`src/rtl/gray_sync_decoder.sv`:
```
// Gray-code synchronizer and decoder.
// A Gray count from an unrelated clock domain passes through a flop chain.
// Each accepted change is then decoded to binary. The block reports the
// modular step from the previous accepted value, and it flags any change
// that moves more than one Gray bit at once.
module gray_sync_decoder #(
  parameter int WIDTH       = 4,
  parameter int SYNC_STAGES = 2
) (
  input  logic             clk,
  input  logic             rst_n,
  input  logic [WIDTH-1:0] gray_in,
  input  logic             err_clr,
  output logic [WIDTH-1:0] bin_out,
  output logic [WIDTH-1:0] delta,
  output logic             bin_valid,
  output logic             step_err,
  output logic             busy
);

  // The INIT counter only needs to reach SYNC_STAGES, which is its final value.
  localparam int             CNT_W    = $clog2(SYNC_STAGES + 1);
  localparam logic [CNT_W-1:0] CNT_LAST = CNT_W'(SYNC_STAGES);

  typedef enum logic {
    INIT,
    RUN
  } state_t;

  state_t           state;
  logic [CNT_W-1:0] init_cnt;
  logic [WIDTH-1:0] sync_q [SYNC_STAGES];
  logic [WIDTH-1:0] sync_gray;
  logic [WIDTH-1:0] prev_gray;
  logic [WIDTH-1:0] sync_bin;
  logic [WIDTH-1:0] prev_bin;
  logic [WIDTH-1:0] step_delta;
  logic             changed;
  logic             multi_flip;

  // Decode Gray to binary. Each binary bit is the running XOR of the Gray bits
  // from the MSB down to that bit.
  function automatic logic [WIDTH-1:0] gray_to_bin(input logic [WIDTH-1:0] g);
    logic [WIDTH-1:0] b;
    b[WIDTH-1] = g[WIDTH-1];
    for (int i = WIDTH - 2; i >= 0; i--) begin
      b[i] = b[i+1] ^ g[i];
    end
    return b;
  endfunction

  // A legal Gray step flips exactly one bit. This function reports whether
  // more than one bit differs.
  function automatic logic more_than_one(input logic [WIDTH-1:0] diff);
    int cnt;
    cnt = 0;
    for (int i = 0; i < WIDTH; i++) begin
      if (diff[i]) cnt++;
    end
    return (cnt > 1);
  endfunction

  // Synchronizer chain: stage 0 samples the asynchronous input directly.
  always_ff @(posedge clk) begin
    if (!rst_n) begin
      for (int i = 0; i < SYNC_STAGES; i++) begin
        sync_q[i] <= '0;
      end
    end else begin
      sync_q[0] <= gray_in;
      for (int i = 1; i < SYNC_STAGES; i++) begin
        sync_q[i] <= sync_q[i-1];
      end
    end
  end

  assign sync_gray = sync_q[SYNC_STAGES-1];

  // Derive the decoded values, the modular step and the step legality
  // from the synchronized code and the last accepted code.
  always_comb begin
    sync_bin   = gray_to_bin(sync_gray);
    prev_bin   = gray_to_bin(prev_gray);
    step_delta = sync_bin - prev_bin;
    changed    = (sync_gray != prev_gray);
    multi_flip = more_than_one(sync_gray ^ prev_gray);
  end

  // Control FSM. INIT waits until the synchronizer holds real data and then
  // seeds the reference code. RUN accepts each change and reports it.
  // Reset overrides everything. A new step error wins over err_clr.
  always_ff @(posedge clk) begin
    if (!rst_n) begin
      state     <= INIT;
      init_cnt  <= '0;
      prev_gray <= '0;
      bin_out   <= '0;
      delta     <= '0;
      bin_valid <= 1'b0;
      step_err  <= 1'b0;
      busy      <= 1'b1;
    end else begin
      bin_valid <= 1'b0;
      case (state)
        INIT: begin
          busy <= 1'b1;
          if (init_cnt == CNT_LAST) begin
            prev_gray <= sync_gray;
            bin_out   <= sync_bin;
            delta     <= '0;
            init_cnt  <= '0;
            busy      <= 1'b0;
            state     <= RUN;
          end else begin
            init_cnt <= init_cnt + 1'b1;
          end
        end
        RUN: begin
          busy <= 1'b0;
          if (changed) begin
            bin_out   <= sync_bin;
            delta     <= step_delta;
            bin_valid <= 1'b1;
            prev_gray <= sync_gray;
          end
        end
        default: begin
          state <= INIT;
          busy  <= 1'b1;
        end
      endcase

      if ((state == RUN) && changed && multi_flip) begin
        step_err <= 1'b1;
      end else if (err_clr) begin
        step_err <= 1'b0;
      end
    end
  end

endmodule

```
`config.mk`:
```
export PLATFORM = sky130hd
export DESIGN_NAME = gray_sync_decoder
export DESIGN_NICKNAME = d
export VERILOG_FILES = /design/src/rtl/gray_sync_decoder.sv
export SDC_FILE = /design/constraint.sdc
export NUM_CORES = 1
export LEC_CHECK = 0
export CAP_MARGIN = 40
export CELL_PAD_IN_SITES_DETAIL_PLACEMENT = 0
export CELL_PAD_IN_SITES_GLOBAL_PLACEMENT = 1
export CORE_ASPECT_RATIO = 1.25
export CORE_UTILIZATION = 43
export DETAILED_ROUTE_END_ITERATION = 10
export MAX_ROUTING_LAYER = met4
export PLACE_DENSITY_LB_ADDON = 0.1
export SLEW_MARGIN = 20
export SYNTH_ARGS = -nofsm -noshare
export SYNTH_HDL_FRONTEND = slang
export SYNTH_SLANG_ARGS = --single-unit
export TNS_END_PERCENT = 5
```
`constraint.sdc`:
```
create_clock -name clk -period 5 [get_ports clk]
set_input_delay 1 -clock clk [delete_from_list [all_inputs] [get_ports clk]]
set_output_delay 1 -clock clk [all_outputs]
set_load 0.01 [all_outputs]
```
Word level (Yosys, flattened, before mapping)
Memory sizes are Yosys's and may differ from the RTL's.
Cells that the tools add are included.
{"block": "classes", "n_addsub": 5, "n_eq_ne": 4, "n_bitwise": 10, "n_mux": 25, "magnitude_cmp": 1, "reduce_logical": 5}
{"cell": "32-bit by 2-bit adder with 32-bit output (second input constant)", "n": 3}
{"cell": "32-bit 2-to-1 mux", "n": 3}
{"cell": "32-bit by 2-bit greater-than comparator with 1-bit output (second input constant)", "n": 1}
{"cell": "4-bit 2-to-1 mux", "n": 8}
{"cell": "4-bit one-hot mux with 2 select lines", "n": 3}
{"cell": "1-bit 2-to-1 mux", "n": 9}
{"cell": "1-bit XOR", "n": 6}
{"cell": "4-bit inequality test", "n": 1}
{"cell": "2-bit AND reduction", "n": 2}
{"cell": "4-bit subtractor", "n": 1}
{"cell": "4-bit XOR", "n": 1}
{"cell": "2-bit by 1-bit adder with 2-bit output (second input constant)", "n": 1}
{"cell": "2-bit equality test (second input constant)", "n": 1}
{"cell": "1-bit logical AND", "n": 2}
{"cell": "2-bit 2-to-1 mux", "n": 1}
{"cell": "2-bit by 1-bit inequality test with 1-bit output (second input constant)", "n": 1}
{"cell": "2-bit inequality test (second input constant)", "n": 1}
{"cell": "1-bit OR", "n": 2}
{"cell": "1-bit one-hot mux with 2 select lines", "n": 1}
{"cell": "2-bit nonzero test", "n": 1}
{"cell": "1-bit NOT", "n": 1}
{"block": "word_totals", "memories": 1, "ram_bits": 8, "register_bits": 18, "elab_cells": 59, "inputBits": 7}
{"name": "sync_q", "depth": 2, "word_bits": 4, "read_ports": 2, "rd_ports_with_merged_regs": 0, "wr": 2, "line": "32", "text": "logic [WIDTH-1:0] sync_q [SYNC_STAGES];"}

Depth between registers and ports, before layout
Gate-level depths: netlist (run 1).
An unclocked memory read counts as a cell.
{"block": "logic_depth", "word_depth": 12, "depth_mapped": 8, "mapped_depth_nobuf": 8}

Worst setup path after synthesis (run 1)
Ideal clock, no wire load.
{"block": "synth_path", "kind": "flip-flop to flip-flop", "from": "register bin_out[3] (netlist name)", "to": "register delta[3]", "path_stages_with_launch": 8, "slack_ns": 2.918, "period_less_slack_ns": 2.082, "arrival_time_ns": 1.965, "required_ns": 4.883, "setup_ns": 0.117, "cell_sequence": "dfxtp_1 > xnor2_1 > xor2_1 > ha_1 > nor2b_1 > o21a_1 > or3_1 > a32o_1"}
{"element": "end signal: assignment", "line": "122", "text": "delta <= step_delta;"}
{"element": "end: declaration", "line": "15", "text": "output logic [WIDTH-1:0] delta,"}

Worst setup path in the final report (run 1)
{"block": "layout_path", "from": "register bin_out[3]", "to": "output port bin_out[3]"}
{"element": "start: declaration", "line": "14", "text": "output logic [WIDTH-1:0] bin_out,"}
{"element": "start signal: assignment", "line": "109", "text": "bin_out <= sync_bin;"}
{"element": "start signal: assignment", "line": "121", "text": "bin_out <= sync_bin;"}
No word-level cell between the ends.

==> results of run 1 <==
[sequential cells by signal, indices dropped and copies added (netlist names)]
| register | count |
|---|---|
| sync_q | 8 |
| bin_out | 4 |
| delta | 4 |
| prev_gray | 3 |
| init_cnt | 2 |
| bin_valid | 1 |
| busy | 1 |
| state | 1 |
| step_err | 1 |
[layer usage]
layer | GRT usage, % | wire length [um] | part of all wire [%] | up-vias
li1 | - | - | - | 398
met1 | 16.8 | 796 | 46 | 361
met2 | 25.3 | 857 | 50 | 11
met3 | 1.81 | 40 | 2.3 | 2
met4 | 8.33 | 23 | 1.3 | 0
met5 | - | 0 | 0 | -
[cell families (layout without fill, tap and decap cells)]
group / count (synthesis) / after routing / synth area share, %
flops: 25 / 25 / 43.8
fa+ha+maj: 5 / 5 / 6.13
xor+xnor: 11 / 11 / 10.4
mux: 8 / 8 / 8.10
compound gates: 14 / 14 / 9.52
simple gates: 36 / 36 / 17.2
buf+inv: 10 / 25 / 4.92
[worst min path at each step]
| stage | end | slack, ns | depth (start not counted) | startpoint |
|---|---|---|---|---|
| 3_3_place_gp | sync_q[0][4]$_SDFF_PN0_ | 0.41 | 1 | sync_q[0][0]$_SDFF_PN0_ |
| 6_report | sync_q[0][4]$_SDFF_PN0_ | 0.45 | 1 | sync_q[0][0]$_SDFF_PN0_ |
| 5_1_grt | sync_q[0][4]$_SDFF_PN0_ | 0.47 | 1 | sync_q[0][0]$_SDFF_PN0_ |
| 3_5_place_dp | sync_q[0][7]$_SDFF_PN0_ | 0.42 | 1 | sync_q[0][3]$_SDFF_PN0_ |
| 2_1_floorplan | sync_q[0][4]$_SDFF_PN0_ | 0.41 | 1 | sync_q[0][0]$_SDFF_PN0_ |
| 4_1_cts | sync_q[0][5]$_SDFF_PN0_ | 0.45 | 1 | sync_q[0][1]$_SDFF_PN0_ |
[synth_stat cells, types with 2 or more instances]
library cell / number / share of area [%]
a21oi_1: 2 / 0.88
a32o_1: 4 / 3.5
and2_1: 9 / 4.9
buf_6: 2 / 2.0
clkbuf_1: 4 / 1.3
dfxtp_1: 25 / 44
ha_1: 4 / 4.4
inv_1: 3 / 0.98
mux2i_1: 7 / 6.1
nand2_1: 15 / 4.9
nor2b_1: 3 / 1.6
nor3_1: 2 / 0.88
o21a_1: 2 / 1.3
o21ai_0: 2 / 0.88
xnor2_1: 3 / 2.3
xor2_1: 6 / 4.6
[where the power goes]
group / internal [uW] / switching [uW] / total (uW)
combinational: 40.4 / 34.6 / 75.0
clock: 29.9 / 58.6 / 88.5
sequential: 210 / 9.25 / 219
total: 280 / 103 / 383
[layout by cell type (no fill, tap or decap), drive strengths merged, types with 3 or more instances in the layout]
master,count
clkdlybuf4s50,17
a32o,4
nand2,15
nor2b,3
ha,4
xor2,6
dfxtp,25
inv,3
mux2i,8
and2,9
xnor2,4
clkbuf,3
[stage by stage]
stage | power (uW) | hold WS [ns] | worst slack (ns) | utilization, % | std cells
2_1_floorplan | 280 | 0.412 | 2.92 | - | 109
3_3_place_gp | 298 | 0.414 | 2.27 | 52.9 | 152
3_5_place_dp | 301 | 0.419 | 2.65 | 53.5 | 153
4_1_cts | 388 | 0.454 | 2.65 | 54.6 | 157
5_1_grt | 404 | 0.470 | 2.61 | 54.6 | 157
6_report | 383 | 0.448 | 2.66 | 54.6 | 157
[cell type report]
cell class              instances  area (um^2)  area share, %
well taps                      33         41.3           3.05
flip-flops and latches         25          500           37.0
inverters                       3         11.3          0.833
repair buffers                 18          185           13.7
clock inverters                 1         5.00          0.370
multi-input cells              74          587           43.4
clock buffers                   3         22.5           1.67
==> flow_metrics.env, run 1 <==
export IMPL_status="finished clean"
export IMPL_ys_ff_latch=25
export IMPL_cp_depth=1
export IMPL_rows=20
export IMPL_wire_per_inst_um=10.9
export IMPL_ys_flop_type="dfxtp_1"
export IMPL_drt_iter0_markers=17
export IMPL_grt_pass1_wl_mm=2.93
export IMPL_syn_to_final_growth_pct=18.3
export IMPL_overflow=0
export IMPL_fin_crit_sh_pct=46.8
export IMPL_fillers=233
export IMPL_firstDrtPassIters=4
export IMPL_avgViaCountPerCell=4.92
export IMPL_cts_made_buffers=3
export IMPL_clock_path_buffers=2
export IMPL_worstRegToRegCells=7
export IMPL_clockRootBuffer="clkbuf_4"
export IMPL_gp_congestion=0.652
export IMPL_syn_area_mm2=0.00114
export IMPL_clkTransAtPathRegs_ns=0.13
export IMPL_hold_buffers=0
export IMPL_max_clock_freq_mhz=428
export IMPL_crit_path_start="bin_out[3]$_SDFFE_PN0P_"
export IMPL_cts_resized_gates=0
export IMPL_crit_buf_inv=1
export IMPL_n_antenna_cell=0
export IMPL_port_buffers=17
export IMPL_final_area_mm2=0.00135
export IMPL_p_per_area_mw_per_mm2=283
export IMPL_peakVddDrop_mv=0.153
export IMPL_critPathLaunchType="register"
export IMPL_path_class="reg2out"
export IMPL_syn_avg_cell_area_um2=10.5
export IMPL_drv_slew=0
export IMPL_regToRegEndpoint="delta[2]$_SDFFE_PN0P_"
export IMPL_synth_edf_count=0
export IMPL_crit_required_ns=4.00
export IMPL_antenna_found_initial=0
export IMPL_async_flop_share_pct=0
export IMPL_slowest_stage="clkdlybuf4s50_1"
export IMPL_post_cts_setup_buffers=0
export IMPL_io_pins=18
export IMPL_yosysSeqAreaShare_pct=43.8
export IMPL_postRouteAntennaNets=0
export IMPL_max_stage_delay_ns=0.57
export IMPL_power_leakage_uw=0.000556
export IMPL_slew_headroom_pct=66.1
export IMPL_synth_cells=109
export IMPL_core_mm2=0.00248
export IMPL_endpoint="bin_out[3]"
export IMPL_num_vias=772
export IMPL_grt_use_total_pct=15.1
export IMPL_drc_errors=0
export IMPL_finalSetupViolations=0
export IMPL_dieArea_mm2=0.00287
export IMPL_cts_sinks=25
export IMPL_drt_wl_total_mm=1.72
export IMPL_fin_setup_tns_ns=0
export IMPL_die_x_um=48.1
export IMPL_hp_class="reg2reg"
export IMPL_period_minus_slack_ns=2.34
export IMPL_endpoint_kind="output pin"
export IMPL_reg2reg_slack_ns=2.76
export IMPL_fin_skew_ns=0.00335
export IMPL_hold_violations=0
export IMPL_tightest_slew_ns=0.498
export IMPL_cp_top_family="buffers and inverters"
export IMPL_max_cap_viol_count=0
export IMPL_synth_distinct_cells=32
export IMPL_synth_nets=121
export IMPL_first_global_vias=715
export IMPL_rsz0062_at_grt="no"
export IMPL_cts_tree="built"
export IMPL_start_util_pct=46.2
export IMPL_yosysWarningCount=0
export IMPL_arrival_ns=1.34
export IMPL_htree_num_levels=1
export IMPL_critical_path_cell_chain="clkdlybuf4s50_1"
export IMPL_place_area_mm2=0.00133
export IMPL_critPathMaxFanout=4
export IMPL_hpwl_mm=1.32
export IMPL_fin_nets=137
export IMPL_die_y_um=59.7
export IMPL_clk_latency_ns=0.31
export IMPL_grt_max_degree=19
export IMPL_drive_gt1_share_pct=8.06
export IMPL_r2r_start="sync_q[0][6]$_SDFF_PN0_"
(Power assumes the default switching activity.)
==> run 2: changes to the inputs <==
Settings changed: CORE_UTILIZATION 43 to 36.
Clock period 5 ns to 1.9 ns, I/O delays scaled along.
==> run 2 against run 1 <==
Effect of this change: first-iteration DRC count shrank 65%; power grew to 2.8 times the previous value; critical endpoint is now delta[2]$_SDFFE_PN0P_; the run now ends with negative setup slack left; sequential share of layout area shrank 3.4 points.
==> flow_metrics.env, run 2 (synthesized netlist as in run 1, its figures left out) <==
export IMPL_status="complete, but fails checks"
export IMPL_violations="negative setup slack"
export IMPL_reg_largest_list="sync_q: 8 flops, bin_out: 4 flops, delta: 4 flops"
export IMPL_die_x_um=52.4
export IMPL_finalSetupViolations=3
export IMPL_syn_to_final_growth_pct=31.3
export IMPL_port_buffers=17
export IMPL_slew_headroom_pct=73.1
export IMPL_hold_violations=0
export IMPL_tightest_slew_ns=0.403
export IMPL_drt_iter0_markers=6
export IMPL_wire_per_inst_um=10.8
export IMPL_antenna_found_initial=0
export IMPL_avgViaCountPerCell=4.71
export IMPL_cts_made_buffers=3
export IMPL_first_global_vias=806
export IMPL_fin_skew_ns=0.00842
export IMPL_clockRootBuffer="clkbuf_4"
export IMPL_cp_top_family="XOR/XNOR gates"
export IMPL_total_power_uw=1060
export IMPL_path_class="reg2reg"
export IMPL_io_pins=18
export IMPL_endpoint_kind="register"
export IMPL_p_per_area_mw_per_mm2=708
export IMPL_overflow=0
export IMPL_hpwl_mm=1.48
export IMPL_grt_pass1_wl_mm=3.49
export IMPL_rows=22
export IMPL_grt_use_total_pct=14.3
export IMPL_n_antenna_cell=0
export IMPL_gp_congestion=0.748
export IMPL_die_y_um=65.0
export IMPL_critPathLaunchType="register"
export IMPL_htree_num_levels=1
export IMPL_final_cell_mix="dfxtp_1, clkdlybuf4s50_1, nand2_1, buf_4, and2_1"
export IMPL_drt_wl_total_mm=1.90
export IMPL_crit_required_ns=2.13
export IMPL_clock_path_buffers=2
export IMPL_postRouteAntennaNets=0
export IMPL_clk_latency_ns=0.33
export IMPL_final_common_cell="dfxtp_1"
export IMPL_post_route_util_pct=50.5
export IMPL_fin_nets=152
export IMPL_hp_class="reg2reg"
export IMPL_cts_tree="built"
export IMPL_regMostFlops="sync_q"
export IMPL_slowest_stage="xor3_2"
export IMPL_dieArea_mm2=0.00341
export IMPL_start_util_pct=38.5
export IMPL_firstDrtPassIters=3
export IMPL_worstRegToRegCells=7
export IMPL_crit_path_start="sync_q[0][5]$_SDFF_PN0_"
export IMPL_critical_path_cell_chain="xor3_2, xnor2_2, ha_1, inv_1, fa_1, xor2_1, a32o_1"
export IMPL_largest_reg_flops=8
export IMPL_crit_buf_inv=1
export IMPL_power_leakage_uw=0.000640
export IMPL_setup_ws_ns=-0.147
export IMPL_drv_slew=0
export IMPL_fillers=282
export IMPL_reg2reg_slack_ns=-0.15
export IMPL_drive_gt1_share_pct=23.0
export IMPL_regToRegEndpoint="delta[2]$_SDFFE_PN0P_"
export IMPL_peakVddDrop_mv=0.462
export IMPL_num_vias=824
export IMPL_critPathMaxFanout=4
export IMPL_grt_max_degree=20
export IMPL_r2r_start="sync_q[0][5]$_SDFF_PN0_"
export IMPL_arrival_ns=2.28
export IMPL_hold_end="sync_q[0][5]$_SDFF_PN0_"
export IMPL_core_mm2=0.00297
export IMPL_clkTransAtPathRegs_ns=0.13
export IMPL_hold_depth=1
export IMPL_max_cap_viol_count=0
export IMPL_max_clock_freq_mhz=488
export IMPL_rsz0062_at_grt="yes"
export IMPL_period_minus_slack_ns=2.05
export IMPL_max_stage_delay_ns=0.49
export IMPL_fin_crit_sh_pct=108
export IMPL_worstHoldStart="sync_q[0][1]$_SDFF_PN0_"
export IMPL_drc_errors=0
export IMPL_cts_sinks=25
## run 2: changes by cell type in the layout (fill, tap and decap cells not counted), moves of 2 or more
cell	previous run	this run
buf_4	0	15
dfxtp_1	25	22
dfxtp_2	0	3
xnor2_1	3	1
xnor2_2	1	3
## run 2: area by class of cell
type,count,area (um^2),area share (%)
Multi-Input combinational cell,74,611,40.7
Sequential cell,25,504,33.6
Timing Repair Buffer,33,303,20.2
Tap cell,36,45.0,3.00
Clock buffer,3,22.5,1.50
Inverter,3,11.3,0.750
Clock inverter,1,5.00,0.333
## run 2: worst reg2reg max path, cell delays in order (launching register included)
cell and delay [ns]:
dfxtp_2 0.35, xor3_2 0.49, xnor2_2 0.16, ha_1 0.18, inv_1 0.05, fa_1 0.37
xor2_1 0.16, a32o_1 0.20
## run 2: power breakdown
part | total (uW) | switching, uW | internal (uW)
registers | 575 | 21.6 | 553
clock network | 243 | 164 | 79.0
logic | 245 | 103 | 142
## run 2: through the flow
| stage | instance area [um^2] | TNS (ns) | setup WS, ns | cells | hold WS, ns |
|---|---|---|---|---|---|
| after floorplan | 1160 | -0.356 | -0.139 | 109 | 0.412 |
| after global placement | 1460 | -0.455 | -0.185 | 170 | 0.416 |
| after detailed placement | 1460 | -0.515 | -0.207 | 170 | 0.422 |
| after CTS | 1500 | -0.376 | -0.153 | 175 | 0.454 |
| after global routing | 1500 | -0.636 | -0.235 | 175 | 0.471 |
| final | 1500 | -0.358 | -0.147 | 175 | 0.449 |
## run 2: per-layer routing
layer | vias to the layer above | global-route usage, % | wire length (um)
met5 | - | - | 0
met4 | 0 | 7.89 | 50
met3 | 5 | 2.82 | 75
met2 | 16 | 23.3 | 921
met1 | 379 | 16.1 | 849
li1 | 424 | - | -
## run 2: how the worst max path moves through the flow
stage | endpoint | slack [ns] | depth (start not counted)
floorplan | delta[2]$_SDFFE_PN0P_ | -0.14 | 7
global placement | delta[2]$_SDFFE_PN0P_ | -0.19 | 8
detailed placement | delta[2]$_SDFFE_PN0P_ | -0.21 | 8
CTS | delta[2]$_SDFFE_PN0P_ | -0.15 | 7
global route | delta[2]$_SDFFE_PN0P_ | -0.24 | 7
finish | delta[2]$_SDFFE_PN0P_ | -0.15 | 7
## run 2: timing repair
action / in CTS / in global routing
hold buffers: 0 / 0
setup endpoints to repair: 3 / 3
setup buffers: 1 / 0
pin swaps: 2 / 1
resized for setup: 1 / 1
